[src/rtl/spi_pkg.sv]
// Shared constants and state encoding for the SPI master receive path.
package spi_pkg;

  localparam int SPI_DATA_WIDTH = 8;
  localparam int SPI_BYTE_CNT_W = 3;

  localparam bit BIT_ORDER_MSB_FIRST = 1'b1;
  localparam bit BIT_ORDER_LSB_FIRST = 1'b0;

  typedef enum logic [1:0] {
    RX_IDLE  = 2'd0,
    RX_SHIFT = 2'd1,
    RX_DONE  = 2'd2
  } rx_state_e;

endpackage

[src/rtl/spi_rx_hold_buf.sv]
// One-entry valid/ready holding register for received words, with sticky overrun flag.
module spi_rx_hold_buf
  import spi_pkg::*;
#(
  parameter int W = SPI_DATA_WIDTH
) (
  input  logic         i_clk,
  input  logic         i_rst,
  input  logic         load,
  input  logic [W-1:0] load_data,
  input  logic         clr_overrun,
  input  logic         ready,
  output logic [W-1:0] data,
  output logic         vd,
  output logic         overrun
);

  // Handshake: a word transfers on any cycle with vd=1 and ready=1; vd and
  // data are held unchanged until then. A load in the same cycle as a
  // transfer replaces the word; a load while the slot is full and not being
  // drained is dropped and flags overrun.
  always_ff @(posedge i_clk) begin
    if (i_rst) begin
      data    <= '0;
      vd      <= 1'b0;
      overrun <= 1'b0;
    end else begin
      if (load) begin
        if (!vd || ready) begin
          data <= load_data;
          vd   <= 1'b1;
        end else begin
          overrun <= 1'b1;
        end
      end else if (vd && ready) begin
        vd <= 1'b0;
      end
      if (clr_overrun) begin
        overrun <= 1'b0;
      end
    end
  end

endmodule

[src/rtl/spi_rx_shift_reg.sv]
// SPI master receive shifter: samples MISO on sample-edge strobes, assembles
// words, counts a multi-word frame and hands words to a holding register.
module spi_rx_shift_reg
  import spi_pkg::*;
#(
  parameter int DATA_WIDTH = SPI_DATA_WIDTH,
  parameter int BYTE_CNT_W = SPI_BYTE_CNT_W,
  parameter bit MSB_FIRST  = BIT_ORDER_MSB_FIRST
) (
  input  logic                  i_clk,
  input  logic                  i_rst,
  input  logic                  i_rx_start,
  input  logic [BYTE_CNT_W-1:0] i_num_bytes,
  input  logic                  i_sample_edge,
  input  logic                  i_miso,
  input  logic                  i_rx_ready,
  output logic [DATA_WIDTH-1:0] o_rx_parallel,
  output logic                  o_rx_vd,
  output logic                  o_rx_busy,
  output logic                  o_rx_done,
  output logic                  o_overrun,
  output logic [2:0]            o_bit_count,
  output logic [BYTE_CNT_W-1:0] o_byte_count
);

  localparam int BIT_CNT_W = (DATA_WIDTH > 1) ? $clog2(DATA_WIDTH) : 1;
  localparam logic [BIT_CNT_W-1:0] LAST_BIT = BIT_CNT_W'(DATA_WIDTH - 1);

  rx_state_e               state_q, state_d;
  logic [DATA_WIDTH-1:0]   sr_q, sr_next;
  logic [BIT_CNT_W-1:0]    bit_cnt_q;
  logic [BYTE_CNT_W-1:0]   byte_cnt_q;
  logic [BYTE_CNT_W-1:0]   len_q;
  logic                    start_take;
  logic                    shift_en;
  logic                    word_done;
  logic                    last_word;

  assign start_take = (state_q == RX_IDLE) && i_rx_start;
  assign shift_en   = (state_q == RX_SHIFT) && i_sample_edge;
  assign word_done  = shift_en && (bit_cnt_q == LAST_BIT);
  assign last_word  = (byte_cnt_q == len_q);

  // sr_next already contains the bit being sampled, so it is the completed word.
  always_comb begin
    if (MSB_FIRST == BIT_ORDER_LSB_FIRST) begin
      sr_next = {i_miso, sr_q[DATA_WIDTH-1:1]};
    end else begin
      sr_next = {sr_q[DATA_WIDTH-2:0], i_miso};
    end
  end

  always_ff @(posedge i_clk) begin
    if (i_rst) begin
      state_q <= RX_IDLE;
    end else begin
      state_q <= state_d;
    end
  end

  always_comb begin
    state_d   = state_q;
    o_rx_busy = 1'b0;
    o_rx_done = 1'b0;
    case (state_q)
      RX_IDLE: begin
        if (i_rx_start) begin
          state_d = RX_SHIFT;
        end
      end
      RX_SHIFT: begin
        o_rx_busy = 1'b1;
        if (word_done && last_word) begin
          state_d = RX_DONE;
        end
      end
      RX_DONE: begin
        o_rx_done = 1'b1;
        state_d   = RX_IDLE;
      end
      default: begin
        state_d = RX_IDLE;
      end
    endcase
  end

  // Counters hold their final values after DONE until the next start clears them.
  always_ff @(posedge i_clk) begin
    if (i_rst) begin
      sr_q       <= '0;
      bit_cnt_q  <= '0;
      byte_cnt_q <= '0;
      len_q      <= '0;
    end else if (start_take) begin
      len_q      <= i_num_bytes;
      bit_cnt_q  <= '0;
      byte_cnt_q <= '0;
    end else if (shift_en) begin
      sr_q <= sr_next;
      if (bit_cnt_q == LAST_BIT) begin
        bit_cnt_q <= '0;
        if (!last_word) begin
          byte_cnt_q <= byte_cnt_q + 1'b1;
        end
      end else begin
        bit_cnt_q <= bit_cnt_q + 1'b1;
      end
    end
  end

  assign o_bit_count  = 3'(bit_cnt_q);
  assign o_byte_count = byte_cnt_q;

  spi_rx_hold_buf #(
    .W (DATA_WIDTH)
  ) u_hold (
    .i_clk       (i_clk),
    .i_rst       (i_rst),
    .load        (word_done),
    .load_data   (sr_next),
    .clr_overrun (start_take),
    .ready       (i_rx_ready),
    .data        (o_rx_parallel),
    .vd          (o_rx_vd),
    .overrun     (o_overrun)
  );

endmodule

[config.mk]
export PLATFORM = sky130hd
export DESIGN_NAME = spi_rx_shift_reg
export DESIGN_NICKNAME = d
export VERILOG_FILES = /design/src/rtl/spi_pkg.sv /design/src/rtl/spi_rx_hold_buf.sv /design/src/rtl/spi_rx_shift_reg.sv
export SDC_FILE = /design/constraint.sdc
export NUM_CORES = 1
export LEC_CHECK = 0
export ABC_AREA = 1
export CORE_ASPECT_RATIO = 0.9
export CORE_MARGIN = 5
export CORE_UTILIZATION = 51
export CTS_BUF_LIST = sky130_fd_sc_hd__clkbuf_4 sky130_fd_sc_hd__clkbuf_8 sky130_fd_sc_hd__clkbuf_16
export CTS_CLUSTER_SIZE = 24
export DETAILED_ROUTE_END_ITERATION = 8
export GPL_TIMING_DRIVEN = 0
export PLACE_DENSITY_LB_ADDON = 0.1
export SETUP_SLACK_MARGIN = 0.1
export SLEW_MARGIN = 30
export SYNTH_ARGS = -nofsm -noshare
export SYNTH_HDL_FRONTEND = slang
export SYNTH_SLANG_ARGS = --single-unit
[constraint.sdc]
create_clock -name i_clk -period 2.3 [get_ports i_clk]
set_input_delay 0.345 -clock i_clk [delete_from_list [all_inputs] [get_ports i_clk]]
set_output_delay 0.345 -clock i_clk [all_outputs]
set_load 0.01 [all_outputs]
# Word level (Yosys, flattened, before mapping)
# Cells that the tools add are included.
# totals
register_bits	28
latch_bits	0
ram_bits	0
mem_bits_ro	0
output_inout_bits	18
word_cells	45
mem_count	0
# op_classes
addsub	2
mul	0
n_div	0
order_cmp	0
n_eq_ne	7
n_shift	0
muxes	9
bitwise_logic	3
reduce_logical	16
# ops
operator	count
2-bit AND reduction	5
3-bit by 1-bit adder with 3-bit output, second input constant	2
1-bit logical AND	5
1-bit two-way mux	5
2-bit two-way mux	2
2-bit by 1-bit != test with 1-bit output, second input constant	2
2-bit case mux with 2 select lines	1
3-bit equality test	1
3-bit equality test, second input constant	1
3-bit two-way mux	1
1-bit NOT	3
3-bit AND reduction	1
2-bit by 1-bit equality test with 1-bit output, second input constant	1
2-bit equality test, second input constant	1
2-bit logical NOT	1
2-bit != test, second input constant	1
2-bit nonzero test	1
2-bit OR reduction	1
1-bit logical NOT	1
1-bit logical OR	1

# Depth between registers and ports, before layout
# Gate-level depths: netlist of run 1.
# logic_depth
ltp_word	6
depth_mapped	8

# Cells and area by module
# From an unflattened synthesis of run 1, not the netlist that was laid out.
# unflattened
hier_cells	165
area_unflattened_um2	1247.4
# by_module_without_submodules
module	n_inst	cells_each	area_each_um2
spi_rx_shift_reg	1	103	790.8
spi_rx_hold_buf	1	62	456.7

# Worst setup path after synthesis of run 1
# OpenSTA, ideal clock, no wires.
# synth_timing
path_kind	register to register
startpoint	register bit_cnt_q[0], in the netlist o_bit_count[0]
endpoint	register u_hold.data[1]
setup_ps	116
arrival_time_ps	1243
required_time_ps	2184
slack_ps	941
path_stages_with_launch	9
n_path_buf	0
cell_sequence	dfxtp_1 -> ha_1 -> ha_1 -> inv_1 -> nor2_8 -> nand2_4 -> clkinv_4 -> nor2_1 -> nor2_1
# synth_via
elab_chain_len	3
# synth_lines
element	line	rtl
start, declared	spi_rx_shift_reg.sv:31	logic [BIT_CNT_W-1:0] bit_cnt_q;
start signal, assigned	spi_rx_shift_reg.sv:106	bit_cnt_q <= bit_cnt_q + 1'b1;
3-bit equality test	spi_rx_shift_reg.sv:41	assign word_done = shift_en && (bit_cnt_q == LAST_BIT);
1-bit logical AND	spi_rx_shift_reg.sv:41	
2-bit AND reduction (no source line)	-	
end signal, assigned	spi_rx_hold_buf.sv:30	data <= load_data;
end, declared	spi_rx_hold_buf.sv:13	output logic [W-1:0] data,
# No other way between the ends.
# A chain may end at the register's enable or synchronous reset.

# Worst setup path after layout of run 1
# layout_timing
startpoint	register state_q[0]
endpoint	output port o_rx_busy
# layout_via
elab_chain_len	2
# layout_lines
element	line	rtl
start, declared	spi_rx_shift_reg.sv:29	rx_state_e state_q, state_d;
start signal, assigned	spi_rx_shift_reg.sv:57	state_q <= state_d;
2-bit by 1-bit equality test with 1-bit output	spi_rx_shift_reg.sv:65	case (state_q)
1-bit two-way mux	spi_rx_shift_reg.sv:65	
end, declared	spi_rx_shift_reg.sv:19	output logic o_rx_busy,
# No other way between the ends.

==> flow_summary_export.csv, run 1 <==
group,metric,value,unit
setup_path,crit_path_max_incr_delay,0.54,ns
setup_path,crit_arrival,1.46,ns
timing,fin_tns_setup,0,ns
yosys,yosys-top-cells-count,"nand2_1 (31), dfxtp_1 (28), nor2_1 (22)",
layout,utilization,67.41,%
grt,grt_use_total,15.42,%
power_and_ir_drop,p_sw_share,23.49,%
power_and_ir_drop,p_clk_share,29.3,%
setup_path,startpoint_type,"flop",
power_and_ir_drop,p_int,622.4,µW
setup_path,path_cells,"nand2_1, inv_1, clkdlybuf4s50_1",
timing,worst_pin_slew,0.2357,ns
floorplan,num_rows,16,
yosys,synth_area_leaders,"dfxtp_1 (50%), nand2_1 (10%), a21oi_1 (7.6%)",
layout,stdcell_count,199,
yosys,yosysSeqAreaShare,49.89,%
grt,grt_max_degree,16,
timing,finalSetupViolCount,0,
placement,post-place-ws,0.6793,ns
timing,finalClockSkew,0.004530,ns
timing,finalHoldViolCount,0,
clock_tree,cts_sinks,28,
drt,drt-wirelength-per-cell,11.56,µm
layout,fill_cells,188,
yosys,ys.flop_type,"dfxtp_1",
clock_tree,cts_setup_buffers,0,
placement,place.gp.congestion,0.7124,
clock_tree,htreeDepth,1,
placement,dp.cells,195,
power_and_ir_drop,power_density,563.4,nW/µm²
floorplan,pin_count,27,
layout,drive_gt1_share,7.558,%
power_and_ir_drop,leakage,0.5658,nW
clock_tree,clk_latency,0.33,ns
drt,first_pass_iters,4,
yosys,yosysTopAreaCell,"dfxtp_1",
setup_path,slowest_stage,"clkdlybuf4s50_1",
clock_tree,numCtsBuffers,3,
setup_path,cp.required,1.96,ns
drt,drc,0,
floorplan,die_height,54.53,µm
power_and_ir_drop,power_frac_comb,9.1,%
timing,fin_crit_sh,78.43,%
clock_tree,clockBufferDepth,2,
grt,grt_first_pass_wirelength,3815,µm
placement,dpl.hpwl,1756,µm
run_status,status,"completed",
drt,avgViaCountPerCell,4.899,
power_and_ir_drop,ir_drop,0.0005551,V
yosys,syn_nets,155,
yosys,syn_inst,143,
clock_tree,holdBufCountCts,0,
floorplan,dieArea,3243,µm²
timing,relSlewSlack,84.19,%
timing,worst_slack,0.4960,ns
floorplan,initial_core_util,52.45,%
drt,routed_wl,2300,µm
yosys,asyncSetResetFlopFracSynth,0,%
clock_tree,cts_tree,"yes",
drt,num_vias,975,
drt,ant_nets,0,
floorplan,core_area,2142,µm²
clock_tree,cts_root_buffer,"clkbuf_4",
layout,nets,185,
clock_tree,cts_resized,0,
layout,area_growth,28.51,%
layout,diodes,0,
hold_path,hold_class,"in -> reg",
grt,antenna_found_initial,0,
placement,portBuffers,25,
setup_path,crit_type,"reg -> out",
power_and_ir_drop,power,813.5,µW
power_and_ir_drop,p_sw,191.1,µW
grt,globalRouteOverflowTotal,0,
timing,rsz0062_at_grt,"no",
setup_path,crit_fanout,4,
timing,finalWorstPathRequiredPeriod,1.804,ns
yosys,syn_avg_cell_area,7.857,µm²
timing,maxSlewViolCount,0,
grt,grt_pass1_vias,896,
power_and_ir_drop,pwr-share-seq,61.6,%
yosys,synth_edf_count,0,
setup_path,endpoint_kind,"output pin",
yosys,syn_area,1124,µm²
timing,max_freq,0.5543,GHz
yosys,yosysWarnings,0,
clock_tree,clk_pin_slew,0.15,ns
floorplan,die_w,59.48,µm
yosys,synth_top_area_share,49.89,%
flow_run,drv_cap,0,
yosys,yosysMostFrequentCell,"nand2_1",
yosys,ys_ff_latch,28,
yosys,ys_types,20,
drt,drtIter0Drc,21,
==> cell usage in the layout (no fill, tap or decap), drive strengths merged <==
cell,n
clkbuf,4
a21oi,17
buf,3
xnor2,1
clkdlybuf4s50,25
nor2,23
xor2,1
dfxtp,28
nand2,32
inv,11
nand4,1
clkinv,2
ha,3
nor3,1
nand3,9
o21ai,11
==> per-stage QoR <==
stage / instance area (µm²) / hold WS [ns]
4_1_cts: 1444 / 0.2857
3_5_place_dp: 1408 / 0.4649
2_1_floorplan: 1124 / 0.4433
6_report: 1444 / 0.2921
5_1_grt: 1444 / 0.2997
3_3_place_gp: 1408 / 0.4517
==> cell type report <==
cell class                 instances  area, µm²  area share [%]
sequential                        28      560.5           38.82
multi-input combinational         99      494.2           34.23
timing repair buffer              25      250.2           17.33
clock buffer                       4      36.28           2.513
tap                               27      33.78           2.340
inverter                          13      53.80           3.726
buffer                             3      15.01           1.040
==> critical path, delay by kind of cell, from the launching register on <==
| family | cells | cell delay (ns) |
|---|---|---|
| flip-flops | 1 | 0.44 |
| buffers and inverters | 2 | 0.62 |
| AND/OR/NAND/NOR | 1 | 0.07 |
==> cell families after synthesis <==
kind of cell             share of synthesized area, %
AND/OR/NAND/NOR                                 26.61
AO/OA/AOI/OAI                                   12.47
flip-flops                                      49.89
buffers and inverters                           6.124
adder cells (fa/ha/maj)                         3.341
XOR/XNOR                                        1.559
==> power by group through the flow <==
stage | sequential [mW] | combinational (mW) | clock (mW)
after global routing | 0.503 | 0.0833 | 0.264
after floorplan | 0.511 | 0.0444 | 0
after CTS | 0.501 | 0.0743 | 0.249
final | 0.501 | 0.0741 | 0.238
after global placement | 0.511 | 0.0729 | 0
after detailed placement | 0.512 | 0.0733 | 0
==> routing by layer <==
layer / vias up / track usage (%) / wire length (µm)
met1: 437 / 20.11 / 1078
met2: 18 / 25.82 / 1106
met5: - / 0 / 0
met4: 0 / 2.264 / 0
li1: 520 / - / -
met3: 0 / 4.481 / 115
==> worst paths after layout <==
kind                       start        endpoint  slack, ns  cells past startpoint
setup reg to reg  o_bit_count[0]  u_hold.data[3]       0.83                      7
hold / removal             i_rst         sr_q[4]       0.29                      2
hold reg to reg         len_q[0]        len_q[0]       0.48                      2
setup / recovery      state_q[0]       o_rx_busy       0.50                      3
==> state kept, by name, indices dropped and copies added (netlist names) <==
signal          cells
sr_q                7
u_hold.vd           1
o_bit_count         3
len_q               3
o_byte_count        3
state_q             2
u_hold.overrun      1
u_hold.data         8
(Power assumes the default switching activity.)
==> run 2, diff against run 1 <==
--- a/config.mk
+++ b/config.mk
@@ -8,7 +8,7 @@
 export ABC_AREA = 1
 export CORE_ASPECT_RATIO = 0.9
 export CORE_MARGIN = 5
-export CORE_UTILIZATION = 51
+export CORE_UTILIZATION = 43
 export CTS_BUF_LIST = sky130_fd_sc_hd__clkbuf_4 sky130_fd_sc_hd__clkbuf_8 sky130_fd_sc_hd__clkbuf_16
 export CTS_CLUSTER_SIZE = 24
 export DETAILED_ROUTE_END_ITERATION = 8
==> constraint.sdc (replaced) <==
create_clock -name i_clk -period 1.61 [get_ports i_clk]
set_input_delay 0.2415 -clock i_clk [delete_from_list [all_inputs] [get_ports i_clk]]
set_output_delay 0.2415 -clock i_clk [all_outputs]
set_load 0.01 [all_outputs]
==> flow_summary_export.csv, run 2 (synthesis results as in run 1) <==
group,metric,value,unit
drt,routed_wl,2209,µm
setup_path,slowest_stage,"clkdlybuf4s50_1",
floorplan,initial_core_util,45.15,%
power_and_ir_drop,leakage,0.7366,nW
layout,final_cell_mix,"nand2_1 (31), nor2_1 (22), dfxtp_1 (21)",
clock_tree,cts_tree,"yes",
power_and_ir_drop,power_density,779.1,nW/µm²
grt,grt_pass1_vias,924,
power_and_ir_drop,ir_drop,0.0009115,V
drt,ant_nets,0,
timing,fin_crit_sh,90.61,%
layout,diodes,0,
drt,drtIter0Drc,40,
clock_tree,htreeDepth,1,
setup_path,cpLargestDelayFamily,"buffers and inverters",
timing,fin_tns_setup,0,ns
layout,reg.largest.list,"u_hold.data (8), sr_q (7)",
power_and_ir_drop,power,1.151,mW
floorplan,core_area,2489,µm²
setup_path,crit_fanout,2,
timing,worst_pin_slew,0.2394,ns
floorplan,die_w,63.88,µm
floorplan,die_height,58.50,µm
layout,nets,186,
timing,rsz0062_at_grt,"no",
clock_tree,numCtsBuffers,3,
grt,antenna_found_initial,0,
drt,drt-wirelength-per-cell,10.99,µm
setup_path,startpoint_type,"flop",
timing,finalHoldViolCount,0,
grt,grt_max_degree,16,
grt,grt_first_pass_wirelength,3912,µm
run_status,status,"completed",
setup_path,critPathBufInv,1,
flow_run,drv_cap,0,
clock_tree,clk_latency,0.32,ns
clock_tree,holdBufCountCts,0,
setup_path,endpoint_kind,"output pin",
setup_path,crit_type,"reg -> out",
clock_tree,cts_root_buffer,"clkbuf_4",
timing,max_freq,0.6855,GHz
timing,finalWorstPathRequiredPeriod,1.459,ns
timing,relSlewSlack,83.94,%
clock_tree,clk_pin_slew,0.14,ns
layout,final_common_cell,"nand2_1",
clock_tree,cts_sinks,28,
layout,drive_gt1_share,12.72,%
drt,avgViaCountPerCell,5.040,
placement,place.gp.congestion,0.7654,
placement,dpl.hpwl,1749,µm
timing,finalSetupViolCount,0,
timing,maxSlewViolCount,0,
clock_tree,clockBufferDepth,2,
setup_path,crit_arrival,1.22,ns
grt,globalRouteOverflowTotal,0,
grt,grt_use_total,12.64,%
drt,drc,0,
layout,largest_register,"u_hold.data",
floorplan,num_rows,17,
setup_path,cp.required,1.37,ns
drt,num_vias,1013,
layout,area_growth,31.51,%
floorplan,pin_count,27,
floorplan,dieArea,3737,µm²
placement,portBuffers,25,
drt,first_pass_iters,4,
hold_path,hold_class,"in -> reg",
timing,finalClockSkew,0.003823,ns
setup_path,crit_path_max_incr_delay,0.54,ns
setup_path,path_cells,"clkdlybuf4s50_1",
layout,fill_cells,232,
layout,largest_reg_flops,8,
-- run 2: repair_timing --
item / 4_1_cts / 5_1_grt
resized for setup: 10 / 11
endpoints found under the setup margin: 8 / 16
setup buffers: 1 / 0
-- run 2: final cells by class --
| class | count | area [µm²] | share of cell area, % |
|---|---|---|---|
| Clock buffer | 4 | 36.28 | 2.456 |
| Inverter | 13 | 53.80 | 3.641 |
| Timing Repair Buffer | 26 | 274.0 | 18.54 |
| Multi-Input combinational cell | 99 | 494.2 | 33.45 |
| Sequential cell | 28 | 569.3 | 38.53 |
| Tap cell | 28 | 35.03 | 2.371 |
| Buffer | 3 | 15.01 | 1.016 |
-- run 2: metrics by stage --
| stage | instance area (µm²) | worst slack (ns) | cells | hold WS, ns | util [%] |
|---|---|---|---|---|---|
| 2_1_floorplan | 1124 | 0.2512 | 143 | 0.3861 | - |
| 3_3_place_gp | 1409 | 0.07938 | 196 | 0.4533 | 56.61 |
| 3_5_place_dp | 1409 | 0.06263 | 196 | 0.4682 | 56.61 |
| 4_1_cts | 1458 | 0.1030 | 201 | 0.1913 | 58.57 |
| 5_1_grt | 1478 | 0.1001 | 201 | 0.2037 | 59.38 |
| 6_report | 1478 | 0.1512 | 201 | 0.2022 | 59.38 |
-- run 2: layer usage --
layer	global-route usage, %	part of all wire, %
met1	15.32	43
met4	1.780	0.36
met5	0	0
met2	22.24	50
met3	4.198	6.7
-- run 2: power by group --
| part | switching, mW | internal, mW | total, mW |
|---|---|---|---|
| Clock | 0.194 | 0.138 | 0.332 |
| Sequential | 0.00987 | 0.706 | 0.716 |
| Combinational | 0.0600 | 0.0430 | 0.103 |
-- run 2: path summary, 6_finish.rpt --
path                                     start        endpoint  slack, ns  depth (start not counted)
worst min register to register        len_q[1]        len_q[1]       0.48                          2
worst max-delay path            u_hold.overrun       o_overrun       0.15                          1
worst min-delay path                     i_rst         sr_q[6]       0.20                          2
worst max register to register  o_bit_count[0]  u_hold.data[5]       0.22                          7
==> run 3, diff against run 2 <==
--- a/config.mk
+++ b/config.mk
@@ -6,6 +6,7 @@
 export NUM_CORES = 1
 export LEC_CHECK = 0
 export ABC_AREA = 1
+export CAP_MARGIN = 10
 export CORE_ASPECT_RATIO = 0.9
 export CORE_MARGIN = 5
 export CORE_UTILIZATION = 43
==> results of run 3 <==
Same layout as run 2: the final DEF is identical, and so are final timing and power.
==> patch 1, RTL diff (config.mk and constraints of run 3) <==
Reset style: asynchronous (`i_rst`), changed in 3 clocked blocks.
--- a/src/rtl/spi_rx_hold_buf.sv
+++ b/src/rtl/spi_rx_hold_buf.sv
@@ -19,7 +19,7 @@
   // data are held unchanged until then. A load in the same cycle as a
   // transfer replaces the word; a load while the slot is full and not being
   // drained is dropped and flags overrun.
-  always_ff @(posedge i_clk) begin
+  always_ff @(posedge i_clk or posedge i_rst) begin
     if (i_rst) begin
       data    <= '0;
       vd      <= 1'b0;
--- a/src/rtl/spi_rx_shift_reg.sv
+++ b/src/rtl/spi_rx_shift_reg.sv
@@ -50,7 +50,7 @@
     end
   end
 
-  always_ff @(posedge i_clk) begin
+  always_ff @(posedge i_clk or posedge i_rst) begin
     if (i_rst) begin
       state_q <= RX_IDLE;
     end else begin
@@ -85,7 +85,7 @@
   end
 
   // Counters hold their final values after DONE until the next start clears them.
-  always_ff @(posedge i_clk) begin
+  always_ff @(posedge i_clk or posedge i_rst) begin
     if (i_rst) begin
       sr_q       <= '0;
       bit_cnt_q  <= '0;
Behaviour: differs if i_rst is asserted again (counterexample within 4 cycles, from zero or initial values and one cycle with i_rst high); with i_rst held inactive, the same outputs for 10 cycles.
==> patch 1 against run 3 <==
Die area rose by 9.6%; wire length up 19%; global-route usage up 1.0 points; critical path depth up 2; area after synthesis increased by 12%; sequential cell count did not move; design area up 21%; non-clock buffer count increased by 21; worst setup slack improved by 0.036 ns; utilization is 5.2 points higher; largest cell class unchanged; highest routed layer unchanged.
Power is not compared: it rests on default switching activity, and its combinational part moved more than twofold at a synthesized area within 25%.
==> patch 1: results (changes against run 3) <==
| Metric | Value |
|---|---|
| Outcome | complete, no violations (unchanged) |
| Top post-synthesis cells by area | dfrtp_1 (56%), nand2_1 (9.9%), inv_1 (5.1%) (was dfxtp_1 (50%), nand2_1 (10%), a21oi_1 (7.6%)) |
| Slowest CP cell | dfrtp_1 (was clkdlybuf4s50_1) |
| Vias in the first global route | 977 (was 924) |
| CP peak stage delay | 0.40 ns (was 0.54 ns) |
| Drt initial violations | 24 (was 40) |
| Overall Global Routing Usage | 13.7% (was 12.6%) |
| Sequential area share after synthesis | 55.9% (was 49.9%) |
| Via Count | 1012 (was 1013) |
| Clk root buf | clkbuf_4 (unchanged) |
| Final WL | 2.64 mm (was 2.21 mm) |
| Crit-path max FO | 4 (was 2) |
| Worst slew margin | 61.6% (was 83.9%) |
| HP Class | primary input to asynchronous set/reset pin (was primary input to flip-flop) |
| Final non-filler cell total | 223 (was 201) |
| Library cells used by synthesis | 22 (was 20) |
| Post-synth top flop | dfrtp_1 (was dfxtp_1) |
| CP arrival | 1.18 ns (was 1.22 ns) |
| Synth cell count leaders | nand2_1 (33), dfrtp_1 (28), inv_1 (17), nand3_1 (10), o21ai_0 (10) (was nand2_1 (31), dfxtp_1 (28), nor2_1 (22), a21oi_1 (17)) |
| Layout cells sized above 1 | 24.6% (was 12.7%) |
| HPWL Detailed | 1.76 mm (was 1.75 mm) |
| Synthesized Nets | 144 (was 155) |
| Port Buf Inserts | 26 (was 25) |
| Gpl congestion | 0.783 (was 0.765) |
| Layout net count | 196 (was 186) |
| First-pass GRT wire length | 4.24 mm (was 3.91 mm) |
[patch 1: kinds of logic after synthesis]
family,share of synthesized area [%]
compound gates,9.68
xor+xnor,2.10
fa+ha+maj,2.99
buf+inv,7.28
flops,55.9
simple gates,22.1
[patch 1: what timing repair did]
action,in CTS,in global routing
hold buffers,0,0
setup buffers,9,12
setup endpoints to repair,14,19
pin swaps,1,3
resized for setup,8,14
[patch 1: layout make-up]
cell class,instances,area [um2]
Tap cell,40,50.0
Timing Repair Buffer,47,429
Fill cell,259,981
Multi-Input combinational cell,82,462
Clock buffer,3,22.5
Buffer,3,23.8
Inverter,19,71.3
Clock inverter,1,30.0
Sequential cell,28,701
[patch 1: per-layer routing]
layer	GRT usage [%]	vias up	wire length, um
met1	18.5	470	1280
met5	0	-	0
li1	-	523	-
met4	5.20	0	19
met3	2.37	2	98
met2	22.2	17	1240
[patch 1: path summary, 6_finish.rpt]
path / start / end / slack (ns) / cells past startpoint
setup / recovery: state_q[1] / o_rx_busy / 0.19 / 3
hold / removal: i_rst / state_q[1] / 0.28 / 2
setup reg to reg: state_q[1] / u_hold.data[3] / 0.21 / 8
hold reg to reg: u_hold.data[2] / u_hold.data[2] / 0.50 / 2
max in group asynchronous: i_rst / sr_q[5] / 0.96 / 2
min in group i_clk: i_num_bytes[2] / len_q[2] / 0.43 / 3
[patch 1: per-stage QoR]
| stage | worst slack (ns) | cell area, um2 |
|---|---|---|
| floorplan | 0.202 | 1250 |
| global placement | 0.0320 | 1560 |
| detailed placement | 0.0125 | 1560 |
| CTS | 0.0243 | 1670 |
| global route | 0.0954 | 1790 |
| finish | 0.187 | 1790 |
[patch 1: power breakdown]
group,switching (mW),total (mW),internal [mW]
registers,0.134,1.07,0.939
clock network,0.206,0.457,0.252
logic,0.532,1.05,0.517
total,0.872,2.58,1.71
==> patch 2, RTL diff (flow settings as in run 3) <==
Without the edit above. The package constant `SPI_DATA_WIDTH` goes from 8 to 16.
--- a/src/rtl/spi_pkg.sv
+++ b/src/rtl/spi_pkg.sv
@@ -1,7 +1,7 @@
 // Shared constants and state encoding for the SPI master receive path.
 package spi_pkg;
 
-  localparam int SPI_DATA_WIDTH = 8;
+  localparam int SPI_DATA_WIDTH = 16;
   localparam int SPI_BYTE_CNT_W = 3;
 
   localparam bit BIT_ORDER_MSB_FIRST = 1'b1;
Ports: changed (resized o_rx_parallel); port bits go from 27 to 35. The function was not compared with the original's and may differ.
==> patch 2 against run 3 <==
Power is 78% higher; sequential cell count grew 17; clock power is 130% higher; worst setup slack got worse by 0.0017 ns; area after synthesis grew 63%; wire length up 77%; critical endpoint is now o_rx_vd; critical path depth is the same; design area up 61%.
==> patch 2: results (changes against run 3) <==
| Metric | Value |
|---|---|
| Outcome | complete, no violations (unchanged) |
| Ant diodes | 0 (unchanged) |
| Clk slew on worst S/H paths | 0.08 ns (was 0.14 ns) |
| Vias in the first global route | 1382 (was 924) |
| CTS Buffer Depth | 2 (unchanged) |
| Post-DRT Antenna Nets | 0 (unchanged) |
| HPWL Detailed | 2.65 mm (was 1.75 mm) |
| Hold EP | u_hold.data[6] (was sr_q[6]) |
| Skew final | 0.00637 ns (was 0.00382 ns) |
| Cells on Worst Hold Path | 2 (unchanged) |
| Leakage Power | 0.904 nW (was 0.737 nW) |
| Ys async rst share | 0% (unchanged) |
| CP peak stage delay | 0.55 ns |
| Synthesized Nets | 235 (was 155) |
| Initial antenna violation count | 0 (unchanged) |
| HP Class | primary input to flip-flop (unchanged) |
| Setup slack, reg-to-reg | 0.24 ns (was 0.22 ns) |
| CTS H-tree depth | 2 (was 1) |
| CP arrival | 1.22 ns (about the same) |
| Critical path's top delay family | buffers and inverters (unchanged) |
| Slew @ Worst Pin | 0.470 ns (was 0.239 ns) |
| Final hold viol count | 0 (unchanged) |
| R2R Path End | u_hold.data[14] (was u_hold.data[5]) |
| Cell Rows | 22 (was 17) |
| Port Buf Inserts | 32 (was 25) |
| Synth Warn # | 0 (unchanged) |
| Reg2reg path depth | 7 (unchanged) |
| Library cells used by synthesis | 26 (was 20) |
| Final WL | 3.92 mm (was 2.21 mm) |
| Top post-synthesis cells by area | dfxtp_1 (49%), nand3_1 (11%), nand2_1 (10%) (was dfxtp_1 (50%), nand2_1 (10%), a21oi_1 (7.6%)) |
| Hold Startpoint | i_rst (unchanged) |
| Peak VDD IR | 0.000447 V (was 0.000912 V) |
| Largest regs | u_hold.data x16, sr_q x15, bit_cnt_q x4 (was u_hold.data x8, sr_q x7) |
| Overall Global Routing Usage | 14.6% (was 12.6%) |
| Layout net count | 280 (was 186) |
| Drt pass-1 iters | 4 (unchanged) |
| Slowest CP cell | clkdlybuf4s50_1 (unchanged) |
| Drt initial violations | 93 (was 40) |
| TritonCTS Buffers | 5 (was 3) |
| Largest net degree at the start of global routing | 14 (was 16) |
| First-pass GRT wire length | 6.62 mm (was 3.91 mm) |
| Sequential area share after synthesis | 49.2% (was 49.9%) |
| Crit-path max FO | 3 (was 2) |
| Layout cells sized above 1 | 14.8% (was 12.7%) |
| Clk root buf | clkbuf_8 (was clkbuf_4) |
| Clk Latency, worst-skew pair | 0.29 ns (was 0.32 ns) |
| Synth cell count leaders | nand2_1 (50), dfxtp_1 (45), nand3_1 (40), a21oi_1 (37), inv_1 (11) (was nand2_1 (31), dfxtp_1 (28), nor2_1 (22), a21oi_1 (17)) |
| Reg2reg start | bit_cnt_q[0] (was o_bit_count[0]) |
| Via-to-Cell Ratio | 4.92 (was 5.04) |
| Gpl congestion | 0.702 (was 0.765) |
patch 2: power by group:
| group | internal [mW] | switching, mW |
|---|---|---|
| registers | 1.12 | 0.0104 |
| logic | 0.0710 | 0.0947 |
| clock network | 0.388 | 0.363 |
| total | 1.58 | 0.468 |
patch 2: logic make-up (layout without fill, tap and decap cells):
logic type / count (synthesis) / count (layout) / synth area share, %
flops: 45 / 45 / 49.2
fa+ha+maj: 2 / 2 / 1.37
compound gates: 43 / 43 / 11.9
simple gates: 103 / 103 / 27.0
xor+xnor: 3 / 3 / 1.44
buf+inv: 28 / 74 / 9.03
patch 2: area by class of cell:
type                       instances  area (um2)
tap                               48        60.1
clock inverter                     1        5.00
multi-input combinational        151         766
fill                             384        1730
clock buffer                       7        96.3
inverter                          12        50.0
timing repair buffer              38         362
sequential                        45         908
buffer                            16         126
patch 2: metrics by stage:
step	cell area [um2]	hold slack, ns	cells	setup WS [ns]	TNS [ns]
after floorplan	1830	0.380	224	0.312	0
after global placement	2210	0.450	304	-0.114	-0.802
after detailed placement	2210	0.451	304	-0.113	-0.685
after CTS	2340	0.191	314	0.0150	0
after global routing	2370	0.207	318	0.0901	0
final	2370	0.207	318	0.149	0
patch 2: repair_timing:
action | in CTS | in global routing
hold buffers | 0 | 0
gates resized for setup | 15 | 5
endpoints found under the hold margin | 0 | 0
endpoints found under the setup margin | 8 | 4
pin swaps | 0 | 1
buffers inserted | 2 | 4
gates cloned | 0 | 0
patch 2: how the worst max path moves through the flow:
stage            startpoint             end  slack (ns)  cells after the start
6_report          u_hold.vd         o_rx_vd        0.15                      1
3_5_place_dp     state_q[1]       o_rx_busy       -0.11                      5
3_3_place_gp     state_q[1]       o_rx_busy       -0.11                      5
4_1_cts          state_q[1]       o_rx_busy        0.01                      5
2_1_floorplan  bit_cnt_q[0]  u_hold.data[0]        0.31                      7
5_1_grt          state_q[1]       o_rx_busy        0.09                      5
patch 2: metal layers:
metal  vias up  track usage, %  wire length, um
met1       696            20.6             2050
met4         0            4.66               41
met5         -               0                0
met2        31            21.1             1650
li1        832               -                -
met3         4            4.65              183
